### src/rtl/isa_pkg.sv
// Shared ISA definitions for the program loader: mnemonic codes, the fixed
// opcode map, loader FSM states and the 32-bit instruction field layout.
package isa_pkg;

  typedef enum logic [3:0] {
    MN_RTYPE = 4'd0,
    MN_ADDI  = 4'd1,
    MN_SUBI  = 4'd2,
    MN_ANDI  = 4'd3,
    MN_ORI   = 4'd4,
    MN_SLTI  = 4'd5,
    MN_LW    = 4'd6,
    MN_LB    = 4'd7,
    MN_SW    = 4'd8,
    MN_SB    = 4'd9,
    MN_BEQ   = 4'd10,
    MN_BNE   = 4'd11,
    MN_MOVE  = 4'd12,
    MN_J     = 4'd13,
    MN_JAL   = 4'd14
  } mnem_e;

  localparam logic [5:0] OP_RTYPE = 6'b000000;
  localparam logic [5:0] OP_ADDI  = 6'b000010;
  localparam logic [5:0] OP_SUBI  = 6'b000011;
  localparam logic [5:0] OP_ANDI  = 6'b000100;
  localparam logic [5:0] OP_ORI   = 6'b000101;
  localparam logic [5:0] OP_SLTI  = 6'b000111;
  localparam logic [5:0] OP_LW    = 6'b001000;
  localparam logic [5:0] OP_LB    = 6'b001001;
  localparam logic [5:0] OP_SW    = 6'b010000;
  localparam logic [5:0] OP_SB    = 6'b010001;
  localparam logic [5:0] OP_BEQ   = 6'b100011;
  localparam logic [5:0] OP_BNE   = 6'b100111;
  localparam logic [5:0] OP_MOVE  = 6'b100000;
  localparam logic [5:0] OP_J     = 6'b111000;
  localparam logic [5:0] OP_JAL   = 6'b111001;

  localparam int OP_LSB     = 26;
  localparam int OP_W       = 6;
  localparam int RS_LSB     = 21;
  localparam int RT_LSB     = 16;
  localparam int RD_LSB     = 11;
  localparam int REG_W      = 5;
  localparam int FUNCT_LSB  = 0;
  localparam int FUNCT_W    = 6;
  localparam int IMM_LSB    = 0;
  localparam int IMM_W      = 16;
  localparam int TARGET_LSB = 0;
  localparam int TARGET_W   = 26;

  typedef enum logic [1:0] {ST_IDLE, ST_LOAD, ST_DONE} state_e;

  function automatic logic [5:0] opcode_of(input mnem_e m);
    case (m)
      MN_ADDI: return OP_ADDI;
      MN_SUBI: return OP_SUBI;
      MN_ANDI: return OP_ANDI;
      MN_ORI:  return OP_ORI;
      MN_SLTI: return OP_SLTI;
      MN_LW:   return OP_LW;
      MN_LB:   return OP_LB;
      MN_SW:   return OP_SW;
      MN_SB:   return OP_SB;
      MN_BEQ:  return OP_BEQ;
      MN_BNE:  return OP_BNE;
      MN_MOVE: return OP_MOVE;
      MN_J:    return OP_J;
      MN_JAL:  return OP_JAL;
      default: return OP_RTYPE;
    endcase
  endfunction

endpackage

### src/rtl/instr_encode_loader_if.sv
// Instruction request channel: mnemonic plus operand fields over valid/ready.
interface instr_encode_loader_if;
  logic        in_valid;
  logic        in_ready;
  logic        in_last;
  logic [3:0]  mnem;
  logic [4:0]  rs;
  logic [4:0]  rt;
  logic [4:0]  rd;
  logic [5:0]  funct;
  logic [15:0] imm;
  logic [25:0] target;

  modport master (
    output in_valid, in_last, mnem, rs, rt, rd, funct, imm, target,
    input  in_ready
  );

  modport slave (
    input  in_valid, in_last, mnem, rs, rt, rd, funct, imm, target,
    output in_ready
  );
endinterface

### src/rtl/instr_encoder.sv
// Combinational encoder: mnemonic and operand fields to a 32-bit instruction
// word, flagging codes outside the mnemonic set as illegal.
module instr_encoder
  import isa_pkg::*;
(
  input  logic [3:0]  mnem,
  input  logic [4:0]  rs,
  input  logic [4:0]  rt,
  input  logic [4:0]  rd,
  input  logic [5:0]  funct,
  input  logic [15:0] imm,
  input  logic [25:0] target,
  output logic [31:0] word,
  output logic        legal
);

  always_comb begin
    // NOTE: defaults first so every path assigns both outputs; no latch.
    word  = '0;
    legal = 1'b1;
    case (mnem)
      MN_RTYPE: begin
        word[OP_LSB +: OP_W]       = OP_RTYPE;
        word[RS_LSB +: REG_W]      = rs;
        word[RT_LSB +: REG_W]      = rt;
        word[RD_LSB +: REG_W]      = rd;
        word[FUNCT_LSB +: FUNCT_W] = funct;
      end
      MN_ADDI, MN_SUBI, MN_ANDI, MN_ORI, MN_SLTI, MN_LW, MN_LB,
      MN_SW, MN_SB, MN_BEQ, MN_BNE: begin
        word[OP_LSB +: OP_W]   = opcode_of(mnem_e'(mnem));
        word[RS_LSB +: REG_W]  = rs;
        word[RT_LSB +: REG_W]  = rt;
        word[IMM_LSB +: IMM_W] = imm;
      end
      MN_MOVE: begin
        word[OP_LSB +: OP_W]  = OP_MOVE;
        word[RS_LSB +: REG_W] = rs;
        word[RT_LSB +: REG_W] = rt;
      end
      MN_J, MN_JAL: begin
        word[OP_LSB +: OP_W]         = opcode_of(mnem_e'(mnem));
        word[TARGET_LSB +: TARGET_W] = target;
      end
      default: legal = 1'b0;
    endcase
  end

endmodule

### src/rtl/instr_encode_loader.sv
// Program loader: accepts instruction requests, encodes them and writes the
// words sequentially into instruction memory through a registered write port.
module instr_encode_loader
  import isa_pkg::*;
#(
  parameter int unsigned DEPTH = 256,
  parameter int unsigned AW    = 8,
  parameter int unsigned BASE  = 0
) (
  input  logic                  clk,
  input  logic                  reset,
  input  logic                  start,
  instr_encode_loader_if.slave  req,
  output logic                  imem_we,
  output logic [AW-1:0]         imem_addr,
  output logic [31:0]           imem_wdata,
  output logic                  busy,
  output logic                  done,
  output logic                  full,
  output logic                  err_illegal,
  output logic [AW:0]           word_count
);

  localparam logic [AW-1:0] BASE_ADDR = AW'(BASE);
  localparam logic [AW:0]   DEPTH_CNT = (AW+1)'(DEPTH);

  state_e        state;
  logic [AW-1:0] ptr;
  logic [31:0]   enc_word;
  logic          enc_legal;
  logic          accept;
  logic          write_fire;
  logic          last_word;
  logic [AW:0]   count_inc;

  instr_encoder u_encoder (
    .mnem   (req.mnem),
    .rs     (req.rs),
    .rt     (req.rt),
    .rd     (req.rd),
    .funct  (req.funct),
    .imm    (req.imm),
    .target (req.target),
    .word   (enc_word),
    .legal  (enc_legal)
  );

  assign req.in_ready = (state == ST_LOAD) && !full;
  assign accept       = req.in_valid && req.in_ready;
  assign write_fire   = accept && enc_legal;
  assign count_inc    = word_count + (AW+1)'(1);
  assign last_word    = write_fire && (count_inc == DEPTH_CNT);

  always_ff @(posedge clk or posedge reset) begin
    if (reset) begin
      state       <= ST_IDLE;
      ptr         <= BASE_ADDR;
      imem_we     <= 1'b0;
      imem_addr   <= BASE_ADDR;
      imem_wdata  <= '0;
      busy        <= 1'b0;
      done        <= 1'b0;
      full        <= 1'b0;
      err_illegal <= 1'b0;
      word_count  <= '0;
    end else begin
      // The write port sees every accepted legal word, even one that
      // coincides with a restart.
      imem_we <= write_fire;
      if (write_fire) begin
        imem_addr  <= ptr;
        imem_wdata <= enc_word;
      end

      if (start) begin
        state       <= ST_LOAD;
        ptr         <= BASE_ADDR;
        busy        <= 1'b1;
        done        <= 1'b0;
        full        <= 1'b0;
        err_illegal <= 1'b0;
        word_count  <= '0;
      end else begin
        case (state)
          ST_LOAD: begin
            if (accept) begin
              if (write_fire) begin
                word_count <= count_inc;
                full       <= last_word;
                if (!last_word) ptr <= ptr + AW'(1);
              end else begin
                err_illegal <= 1'b1;
              end
              if (req.in_last || last_word) begin
                state <= ST_DONE;
                done  <= 1'b1;
                // Busy stays up through the cycle that carries the final write.
                busy  <= write_fire;
              end
            end
          end
          default: busy <= 1'b0;
        endcase
      end
    end
  end

endmodule

### src/flat_wrapper.sv
// flat-port wrapper written by rule: the top's interface ports become plain ports
module instr_encode_loader_flat import isa_pkg::*;
#(
  parameter int unsigned DEPTH = 256,
  parameter int unsigned AW    = 8,
  parameter int unsigned BASE  = 0
)
  (clk, reset, start, imem_we, imem_addr, imem_wdata, busy, done, full, err_illegal, word_count, req_in_valid, req_in_last, req_mnem, req_rs, req_rt, req_rd, req_funct, req_imm, req_target, req_in_ready);
  instr_encode_loader_if req_i ();
  input  logic clk;
  input  logic reset;
  input  logic start;
  output logic imem_we;
  output logic [AW-1:0] imem_addr;
  output logic [31:0] imem_wdata;
  output logic busy;
  output logic done;
  output logic full;
  output logic err_illegal;
  output logic [AW:0] word_count;
  input wire logic [$bits(req_i.in_valid)-1:0] req_in_valid;
  input wire logic [$bits(req_i.in_last)-1:0] req_in_last;
  input wire logic [$bits(req_i.mnem)-1:0] req_mnem;
  input wire logic [$bits(req_i.rs)-1:0] req_rs;
  input wire logic [$bits(req_i.rt)-1:0] req_rt;
  input wire logic [$bits(req_i.rd)-1:0] req_rd;
  input wire logic [$bits(req_i.funct)-1:0] req_funct;
  input wire logic [$bits(req_i.imm)-1:0] req_imm;
  input wire logic [$bits(req_i.target)-1:0] req_target;
  output wire logic [$bits(req_i.in_ready)-1:0] req_in_ready;
  assign req_i.in_valid = req_in_valid;
  assign req_i.in_last = req_in_last;
  assign req_i.mnem = req_mnem;
  assign req_i.rs = req_rs;
  assign req_i.rt = req_rt;
  assign req_i.rd = req_rd;
  assign req_i.funct = req_funct;
  assign req_i.imm = req_imm;
  assign req_i.target = req_target;
  assign req_in_ready = req_i.in_ready;
  instr_encode_loader #(.DEPTH(DEPTH), .AW(AW), .BASE(BASE)) u_core (.clk(clk), .reset(reset), .start(start), .req(req_i), .imem_we(imem_we), .imem_addr(imem_addr), .imem_wdata(imem_wdata), .busy(busy), .done(done), .full(full), .err_illegal(err_illegal), .word_count(word_count));
endmodule
### config.mk
export PLATFORM = sky130hd
export DESIGN_NAME = instr_encode_loader_flat
export DESIGN_NICKNAME = d
export VERILOG_FILES = /design/src/rtl/isa_pkg.sv /design/src/rtl/instr_encode_loader_if.sv /design/src/rtl/instr_encoder.sv /design/src/rtl/instr_encode_loader.sv /design/src/flat_wrapper.sv
export SDC_FILE = /design/constraint.sdc
export NUM_CORES = 1
export LEC_CHECK = 0
export CAP_MARGIN = 20
export CORE_AREA = 2 2 76 92
export DETAILED_ROUTE_END_ITERATION = 6
export DIE_AREA = 0 0 78 94
export DONT_BUFFER_PORTS = 1
export PLACE_DENSITY = 0.69
export SETUP_SLACK_MARGIN = 0.4
export SLEW_MARGIN = 10
export SYNTH_ARGS = -nofsm -noshare
export SYNTH_HDL_FRONTEND = slang
export SYNTH_SLANG_ARGS = --single-unit
### constraint.sdc
create_clock -name clk -period 2.94 [get_ports clk]
set_clock_uncertainty 0.1 [all_clocks]
set_input_delay 0.588 -clock clk [delete_from_list [all_inputs] [get_ports clk]]
set_output_delay 0.588 -clock clk [all_outputs]
set_load 0.02 [all_outputs]
==> impl_metrics.csv <==
group,metric,value,unit
status,outcome,"finished clean",
setup_path,r2r_setup_slack,0.55,ns
setup_path,startpoint,"u_core.word_count[0]",
hold_path,holdPathEnd,"u_core.ptr[4]",
routing,vias,2515,
global_route,track_usage,21.6,%
sta,fin_crit,2.39,ns
sta,tns,0,ns
floorplanning,rows,32,
clock_network,cts.sinks,63,
logic_synthesis,synth_top_area_cell,"dfrtp_1",
layout,final_cells,427,
clock_network,cts.htree.levels,3,
clock_network,clock_tree.buffer_depth,2,
global_route,grtUsageMet2,36.9,%
routing,drc_errors,0,
placement,port_buffers,0,
clock_network,cts_tree,"built",
setup_path,crit_path_end_kind,"flip-flop",
global_route,top_usage_layer,"met2",
placement,gp_congestion,0.853,
routing,drt_iter0_drc,137,
logic_synthesis,syn_area_per_cell,9.28,µm²
routing,drt_pass1_iterations,5,
pwr,p_leak,0.00153,µW
floorplanning,boundaryPins,127,
job,cap_violations,0,
logic_synthesis,yosysMostFrequentCell,"dfrtp_1",
setup_path,rr_worst_depth,6,
clock_network,clk_pin_slew_worst_paths,0.07,ns
setup_path,required,3.06,ns
routing,ant_nets,0,
floorplanning,fp.dieW,78,µm
sta,finalSetupViolCount,0,
logic_synthesis,synth-edff-count,0,
logic_synthesis,synth_common_cells,"dfrtp_1 (63), nand2_1 (59), nor2_1 (51), o21ai_0 (23), a221oi_1 (15)",
global_route,grt-ovfl-total,0,
floorplanning,start_util,49.1,%
global_route,grt_start_max_net_pins,64,
layout,fin_nets,418,
sta,tightestPinTransition,0.824,ns
setup_path,rr_startpoint,"u_core.word_count[0]",
hold_path,hold_class,"in -> reg",
sta,finalWorstSetupSlack,0.553,ns
sta,fmax,419,MHz
routing,routed_wl,7.57,mm
pwr,ir_drop,408,µV
sta,fin_crit_sh,81.2,%
clock_network,clockRootBuffer,"clkbuf_8",
placement,place_ws,0.301,ns
logic_synthesis,synth_top_area_share,50.1,%
setup_path,critPathArrivalTime,2.51,ns
hold_path,min_path_cells,1,
global_route,grt_pass1_vias,2526,
global_route,grt_pass1_wl,12.2,mm
setup_path,path_class,"reg -> reg",
logic_synthesis,synth_nets,420,
setup_path,r2r_end,"u_core.ptr[7]",
logic_synthesis,synth_ff_type,"dfrtp_1",
routing,viasPerCell,5.89,
routing,wl_per_cell,17.7,µm
logic_synthesis,ys_seq_elements,63,
placement,placedCellCount,410,
sta,final-max-slew-violation-count,0,
sta,slew_headroom,45.0,%
setup_path,crit_path_start_kind,"flip-flop",
sta,finalHoldViolCount,0,
floorplanning,core,0.00641,mm²
layout,diodes,0,
hold_path,min_from,"start",
logic_synthesis,async_flop_share,100,%
floorplanning,dieHeight,94,µm
global_route,antenna_found_initial,0,
logic_synthesis,ys_types,43,
logic_synthesis,synth_area,0.00315,mm²
placement,placed_area,0.00322,mm²
floorplanning,dieArea,0.00733,mm²
placement,dp_hpwl,5.31,mm
layout,area_growth,9.43,%
pwr,powerDensity,665,mW/mm²
global_route,grt_use_met1,25.6,%
logic_synthesis,yosys_warnings,0,
logic_synthesis,ys_seq_area_share,50.1,%
logic_synthesis,synthTopCellsByArea,"dfrtp_1 (50%), nand2_1 (7.0%), nor2_1 (6.1%), a221oi_1 (4.2%), o21ai_0 (3.7%)",
logic_synthesis,syn_inst,339,
clock_network,cts_made_buffers,9,
setup_path,cp_max_fo,15,
clock_network,clk_latency,0.34,ns
pwr,power,2290,µW
layout,drive_gt1_share,9.36,%
global_route,met3_usage,5.96,%
layout,final_area,0.00344,mm²
sta,rsz0062_at_grt,"false",
-- critical path: stages (launching register included) --
cell and delay (ns):
dfrtp_1 0.50, ha_1 0.31, and4b_1 0.20, nand3_1 0.11
nand2_1 0.29, nor4_1 0.39, mux2_2 0.37
-- power by group --
part / internal [µW] / switching, µW / total, µW
Clock: 475 / 345 / 820
Sequential: 977 / 225 / 1200
Combinational: 104 / 162 / 266
Total: 1560 / 732 / 2290
-- kinds of logic (layout without fill, tap and decap cells) --
logic type	after synthesis	count (layout)	synth area share [%]
DFF	63	63	50.1
muxes	6	6	2.07
xor gates and xnor gates	9	9	2.51
and+or+nand+nor	153	153	22.1
AOI/OAI and AO/OA	72	72	16.1
buffers and inverters	27	30	3.50
adders and majority gates	9	9	3.58
-- flip-flops by register name, summed over array words and instances (netlist names) --
| name | flops |
|---|---|
| u_core.imem_wdata | 32 |
| u_core.ptr | 8 |
| u_core.imem_we | 1 |
| u_core.word_count | 9 |
| u_core.imem_addr | 8 |
| u_core.busy | 1 |
| u_core.state | 1 |
| u_core.done | 1 |
| u_core.err_illegal | 1 |
| u_core.full | 1 |
-- cell usage in the layout (no fill, tap or decap), types with 3 or more instances in the layout --
cell type	Yosys	final
a222oi_1	11	11
nor4_1	4	3
nor3_1	4	4
clkbuf_8	0	9
xnor2_1	4	4
buf_4	0	7
nand3_1	8	8
mux2_2	4	4
a221oi_1	15	15
nand2_1	59	59
nand4_1	6	6
a21oi_1	11	11
dfrtp_1	63	63
nor2b_1	4	4
nor2_1	51	51
inv_1	5	4
xor2_1	5	5
ha_1	9	9
o21ai_0	23	23
-- area by class of cell --
cell class | instances | area (µm²)
sequential | 63 | 1580
multi-input combinational | 249 | 1470
tap | 85 | 106
clock buffer | 10 | 128
inverter | 6 | 22.5
clock inverter | 6 | 85.1
fill | 596 | 2960
timing repair buffer | 8 | 57.6
-- routing by layer --
| metal | vias up | share of wire, % |
|---|---|---|
| met2 | 110 | 50 |
| met1 | 1189 | 40 |
| met4 | 0 | 1.8 |
| li1 | 1205 | - |
| met3 | 11 | 8.2 |
| met5 | - | 0 |
-- how the worst max path moves through the flow --
stage / cells after the start / slack, ns / endpoint
finish: 6 / 0.55 / u_core.ptr[7]
global route: 6 / 0.42 / u_core.ptr[7]
CTS: 6 / 0.53 / u_core.ptr[6]
detailed placement: 8 / 0.30 / u_core.word_count[0]
global placement: 8 / 0.38 / u_core.word_count[0]
floorplan: 8 / 0.67 / u_core.imem_wdata[11]
-- metrics by stage --
stage / hold slack [ns] / util [%]
after floorplan: 0.354 / -
after global placement: 0.377 / 50.2
after detailed placement: 0.378 / 50.2
after CTS: 0.196 / 53.6
after global routing: 0.189 / 53.7
final: 0.210 / 53.7
-- what timing repair did --
action                                 in CTS  in global routing
gates resized for setup                     0                  1
endpoints found under the hold margin       0                  0
setup endpoints to repair                   0                  1
hold buffers                                0                  0
buffers inserted                            0                  0
Power figures use the tool's default switching activity.
